[src/rtl/frame_deserializer.sv]
// Receives the LSB-first serial frame stream and verifies its popcount checksum. Good frames are committed to a stable buffer.
// Latency: commit on the edge accepting the 8th checksum bit, with frame_ready high the next cycle. The read port is combinational (0 cycles).
// Backpressure: none. ser_valid=0 cycles hold all state, and gaps inside a frame are legal.
// Ports: clk/rst (async active-low); ser_valid/ser_data/ser_sof serial input; rd_idx selects an alien slot;
//        laser_* and rd_* decode the committed buffer; frame_ready/crc_err/sync_err are 1-cycle pulses;
//        busy is high while a frame is in progress; frame_cnt counts good frames and wraps.
module frame_deserializer #(
    parameter int OBJ_LIMIT  = 8,
    parameter int ALIEN_BITS = 35
) (
    input  logic                         clk,
    input  logic                         rst,
    input  logic                         ser_valid,
    input  logic                         ser_data,
    input  logic                         ser_sof,
    input  logic [$clog2(OBJ_LIMIT)-1:0] rd_idx,
    output logic                         laser_active,
    output logic [3:0]                   laser_r,
    output logic [8:0]                   laser_deg,
    output logic                         rd_valid,
    output logic [1:0]                   rd_type,
    output logic [1:0]                   rd_frame_num,
    output logic [3:0]                   rd_r,
    output logic [1:0]                   rd_quad,
    output logic [9:0]                   rd_x,
    output logic [9:0]                   rd_y,
    output logic [1:0]                   rd_dl,
    output logic [1:0]                   rd_dr,
    output logic                         frame_ready,
    output logic                         crc_err,
    output logic                         sync_err,
    output logic                         busy,
    output logic [7:0]                   frame_cnt
);
    localparam int FRAME_BITS = 14 + OBJ_LIMIT * ALIEN_BITS;
    localparam int CW         = $clog2(FRAME_BITS);

    typedef enum logic [1:0] {IDLE, RECV, CHK} state_t;

    state_t                state, state_nxt;
    logic [CW-1:0]         bit_cnt, cnt_nxt, wr_pos;
    logic [7:0]            ones, ones_nxt, chk, chk_nxt;
    logic                  wr_en, commit, crc_nxt, sync_nxt;
    logic [FRAME_BITS-1:0] shadow, committed;

    always_ff @(posedge clk or negedge rst) begin
        if (!rst) state <= IDLE;
        else      state <= state_nxt;
    end

    always_comb begin
        state_nxt = state;
        cnt_nxt   = bit_cnt;
        ones_nxt  = ones;
        chk_nxt   = chk;
        wr_pos    = bit_cnt;
        wr_en     = 1'b0;
        commit    = 1'b0;
        crc_nxt   = 1'b0;
        sync_nxt  = 1'b0;
        if (ser_valid) begin
            if (ser_sof) begin
                // A sof always restarts reception. It counts as an abort only if a frame was in progress.
                sync_nxt  = (state != IDLE);
                wr_en     = 1'b1;
                wr_pos    = '0;
                cnt_nxt   = CW'(1);
                ones_nxt  = {7'd0, ser_data};
                state_nxt = RECV;
            end else begin
                unique case (state)
                    IDLE: ;
                    RECV: begin
                        wr_en    = 1'b1;
                        ones_nxt = ones + {7'd0, ser_data};
                        if (bit_cnt == CW'(FRAME_BITS - 1)) begin
                            cnt_nxt   = '0;
                            state_nxt = CHK;
                        end else begin
                            cnt_nxt = bit_cnt + CW'(1);
                        end
                    end
                    CHK: begin
                        chk_nxt[bit_cnt[2:0]] = ser_data;
                        if (bit_cnt[2:0] == 3'd7) begin
                            // Compare against the fully assembled checksum, including this bit.
                            commit    = (chk_nxt == ones);
                            crc_nxt   = (chk_nxt != ones);
                            cnt_nxt   = '0;
                            state_nxt = IDLE;
                        end else begin
                            cnt_nxt = bit_cnt + CW'(1);
                        end
                    end
                    default: state_nxt = IDLE;
                endcase
            end
        end
    end

    always_ff @(posedge clk or negedge rst) begin
        if (!rst) begin
            bit_cnt     <= '0;
            ones        <= '0;
            chk         <= '0;
            frame_cnt   <= '0;
            shadow      <= '0;
            committed   <= '0;
            frame_ready <= 1'b0;
            crc_err     <= 1'b0;
            sync_err    <= 1'b0;
            busy        <= 1'b0;
        end else begin
            bit_cnt <= cnt_nxt;
            ones    <= ones_nxt;
            chk     <= chk_nxt;
            // The buffer is written in place, so bits left over from an aborted frame get overwritten.
            if (wr_en) shadow[wr_pos] <= ser_data;
            if (commit) begin
                committed <= shadow;
                frame_cnt <= frame_cnt + 8'd1;
            end
            frame_ready <= commit;
            crc_err     <= crc_nxt;
            sync_err    <= sync_nxt;
            busy        <= (state_nxt != IDLE);
        end
    end

    // The read port decodes only the committed copy, so a frame in flight never shows through.
    logic [ALIEN_BITS-1:0] slots [OBJ_LIMIT];
    logic [ALIEN_BITS-1:0] slot;

    always_comb begin
        for (int i = 0; i < OBJ_LIMIT; i++)
            slots[i] = committed[14 + i * ALIEN_BITS +: ALIEN_BITS];
        slot = '0;
        if (32'(rd_idx) < 32'(OBJ_LIMIT)) slot = slots[rd_idx];
    end

    assign laser_active = committed[0];
    assign laser_r      = committed[4:1];
    assign laser_deg    = committed[13:5];

    assign rd_valid     = slot[0];
    assign rd_type      = slot[2:1];
    assign rd_frame_num = slot[4:3];
    assign rd_r         = slot[8:5];
    assign rd_quad      = slot[10:9];
    assign rd_x         = slot[20:11];
    assign rd_y         = slot[30:21];
    assign rd_dl        = slot[32:31];
    assign rd_dr        = slot[34:33];
endmodule

[config.mk]
export PLATFORM = sky130hd
export DESIGN_NAME = frame_deserializer
export DESIGN_NICKNAME = d
export VERILOG_FILES = /design/src/rtl/frame_deserializer.sv
export SDC_FILE = /design/constraint.sdc
export NUM_CORES = 1
export LEC_CHECK = 0
export BUFFER_PORTS_ARGS = -buffer_cell sky130_fd_sc_hd__buf_4
export CAP_MARGIN = 40
export CORE_AREA = 2 2 207 209
export DETAILED_ROUTE_END_ITERATION = 8
export DIE_AREA = 0 0 209 211
export GPL_ROUTABILITY_DRIVEN = 0
export PLACE_DENSITY = 0.84
export SKIP_LAST_GASP = 1
export SYNTH_ARGS = -nofsm -noshare
export SYNTH_HDL_FRONTEND = slang
export SYNTH_SLANG_ARGS = --single-unit
export TNS_END_PERCENT = 30
[constraint.sdc]
create_clock -name clk -period 7.6 [get_ports clk]
set_input_delay 1.14 -clock clk [delete_from_list [all_inputs] [get_ports clk]]
set_output_delay 1.14 -clock clk [all_outputs]
set_load 0.05 [all_outputs]
==> results.tsv <==
stage	metric	value	unit
synth	synth_area_leaders	dfrtp_1 (56%), mux2_2 (19%), mux2_1 (6.0%)	
grt	top_usage_layer	met2	
sta	fin_crit_sh	60.76	%
synth	netlist_instances	2023	
synth	yosys-top-cells-count	dfrtp_1 (627), mux2_2 (479), nor2_1 (318)	
placed_design	post_dp_cell_area	0.02893	sq mm
detailed_routing	routed-via-count	17020	
detailed_routing	drtPass1Iterations	6	
layout	drive_gt1_share	37.09	%
synth	ys_types	58	
worst_setup_path	rrSetupSlack	3.90	ns
worst_setup_path	worstPathRequired	6.46	ns
worst_setup_path	criticalPathCategory	in2out	
detailed_routing	drt_iter0_drc	1785	
clock_tree	cts.repair.resized	0	
grt	gr-total-overflow	0	
sta	relSlewSlack	30.01	%
floorplan	row_count	75	
worst_setup_path	crit_top_cell	buf_4	
clock_tree	postCtsSetupBuffers	0	
synth	synth_seq_cells	627	
layout	fin_area	0.03095	sq mm
clock_tree	clkLatencyLatePin	0.62	ns
grt	first_global_vias	17890	
hold_path	hp-class	reg2reg	
detailed_routing	drc	0	
placed_design	placement.io_buffers	68	
worst_setup_path	worstPathMaxFanout	28	
synth	synth_top_area_share	56.30	%
worst_setup_path	cp_top_family	buffers and inverters	
clock_tree	cts_tree	built	
run_status	status	finished clean	
hold_path	hp-start	frame_cnt[7]$_DFFE_PN0P_	
floorplan	die_y	211	um
grt	grt_use_met2	51.01	%
sta	rsz0062_at_grt	false	
job	maxCapViolations	0	
layout	layout.nets	2058	
synth	syn-num-nets	2037	
power	power	6.775	mW
detailed_routing	post_drt_wl_per_cell	25.97	um
synth	synth_seq_area_share	56.30	%
worst_setup_path	critical_path.cell_chain	buf_4 > buf_4 > mux4_2 > mux2_2 > buf_4	
floorplan	start_util	66.74	%
grt	grt_use_met1	44.43	%
detailed_routing	ant_nets	0	
power	irDropWorstVdd	0.1808	mV
clock_tree	clkSlewWorstSetupHoldPaths	0.06	ns
clock_tree	cts_root_buf	clkbuf_16	
synth	syn_avg_cell_area	13.78	sq um
power	power.leakage	15.19	nW
worst_setup_path	rr_startpoint	bit_cnt[1]$_DFFE_PN0P_	
clock_tree	cts_buffers	59	
synth	synth_ff_type	dfrtp_1	
worst_setup_path	worstPathArrival	3.48	ns
worst_setup_path	slowest_stage	buf_4	
grt	grt_pass1_wl	106700	um
grt	antenna_found_initial	1	
hold_path	min_path_cells	1	
floorplan	die_width	209	um
worst_setup_path	critical_path_buf_inv_count	3	
synth	synth_most_common_cell	dfrtp_1	
synth	ys_warn_count	0	
sta	timing.fmax	216.6	MHz
synth	synth_edf_count	0	
floorplan	core_area	0.04176	sq mm
grt	met3_usage	6.215	%
power	power_per_cell_area	218.9	mW/mm^2
placed_design	hpwl	40500	um
clock_tree	hold_buffers	0	
worst_setup_path	worstReg2RegEnd	committed[165]$_DFFE_PN0P_	
worst_setup_path	r2r_cells	7	
worst_setup_path	cp-start-kind	input port	
synth	async_flop_share	100.0	%
grt	gr-usage-all-layers	32.15	%
layout	areaGrowthSynthToFinish	11.07	%
sta	finalCriticalPeriod	4.618	ns
sta	final.setup_skew	0.02132	ns
synth	yosysTopAreaCell	dfrtp_1	
synth	synth_area	0.02787	sq mm
detailed_routing	routed_wl	68370	um
sta	hold_viol_final	0	
grt	grt_start_max_net_pins	187	
sta	tns	0	ns
clock_tree	cts.sinks	627	
worst_setup_path	crit_path_end_kind	output port	
detailed_routing	via_per_inst	6.467	
sta	final_max_slew_viol_count	0	
hold_path	min_delay_worst_endpoint	frame_cnt[7]$_DFFE_PN0P_	
floorplan	io_pins	69	
sta	hold_ws	0.4798	ns
sta	worst_pin_slew	1.050	ns
clock_tree	clock_path_buffers	3	
clock_tree	cts.htree.levels	2	
sta	setup_violations	0	
floorplan	die_area	0.04410	sq mm
worst_setup_path	cpPeakStageDelay	0.65	ns
[flip-flops by register name, summed over array words and instances, names as in the netlist]
signal / count
bit_cnt: 9
busy: 1
chk: 8
committed: 294
crc_err: 1
frame_cnt: 8
frame_ready: 1
ones: 8
shadow: 294
state: 2
sync_err: 1
[layout by cell type (no fill, tap or decap), types with 4 or more instances in the layout]
cell       Yosys  routed
dfrtp_1      627     627
mux2_2       479     479
nor2_1       318     318
mux2_1       149     149
buf_4         15      86
mux4_2        70      70
clkbuf_16      0      59
nand2_1       52      52
clkbuf_8       0      21
o21ai_0       13      13
clkinv_2       0      12
nor2b_1       11      11
nand3_1       12      11
buf_16         0      11
nand2b_1      10      10
xor2_1        10      10
clkbuf_1      91      10
buf_8          0      10
inv_1          9       9
xnor2_1        8       8
nor3_1         8       8
a21oi_1        7       7
buf_12         0       7
nor3b_1        6       6
and3_1         6       6
mux2i_1        6       6
nand4_1        6       6
ha_1           6       6
bufinv_16      0       5
nor4bb_1       4       4
or3_1          4       4
[where the power goes]
group / total (mW) / internal [mW] / leakage (nW) / switching [mW]
logic: 0.306 / 0.0909 / 5.46 / 0.215
registers: 3.42 / 3.37 / 8.72 / 0.0428
clock network: 3.05 / 1.79 / 1.01 / 1.27
total: 6.78 / 5.25 / 15.2 / 1.52
[stage by stage]
stage	worst slack, ns	util (%)	cells
final	2.982	74.12	2632
after global routing	2.861	74.12	2631
after CTS	2.939	74.12	2631
after detailed placement	2.968	69.27	2522
after global placement	2.856	68.12	2499
after floorplan	3.640	-	2023
[kinds of logic (layout without fill, tap and decap cells)]
family	count (synthesis)	in the layout	synth area share [%]
AO/OA/AOI/OAI	40	40	0.9339
XOR/XNOR	19	19	0.6241
adder cells (fa/ha/maj)	6	6	0.2694
buffers and inverters	167	236	3.358
flip-flops	627	627	56.30
multiplexers	704	704	31.25
other	0	1	0
AND/OR/NAND/NOR	460	460	7.269
[layout make-up]
type / count / area (sq um)
well taps: 539 / 674.4
diodes: 1 / 2.502
inverters: 10 / 37.54
clock buffers: 89 / 1789
repair buffers: 117 / 1274
multi-input cells: 1229 / 11250
fillers: 2468 / 10810
flip-flops and latches: 627 / 15690
clock inverters: 20 / 235.2
[per-layer routing]
metal  share of wire [%]  vias up
li1                    -     7092
met1                  41     9030
met2                  48      719
met3                 7.4      177
met4                 3.8        2
met5               0.020        -
[worst max-delay path by stage]
stage	end	from	slack, ns	depth (start not counted)
6_report	rd_type[0]	rd_idx[0]	2.98	5
5_1_grt	rd_r[2]	rd_idx[0]	2.86	5
4_1_cts	rd_type[0]	rd_idx[0]	2.94	5
3_5_place_dp	rd_type[0]	rd_idx[0]	2.97	5
3_3_place_gp	committed[93]$_DFFE_PN0P_	ser_sof	2.86	7
2_1_floorplan	rd_dl[0]	rd_idx[0]	3.64	4
[worst reg2reg max path: stages (launching register included)]
cell and delay, ns:
dfrtp_1 0.81, or3b_1 0.48, mux2i_1 0.15, nor4_1 0.43
and4_4 0.42, buf_16 0.29, buf_12 0.55, mux2_2 0.47
No activity file was read; power rests on OpenSTA's default activity.
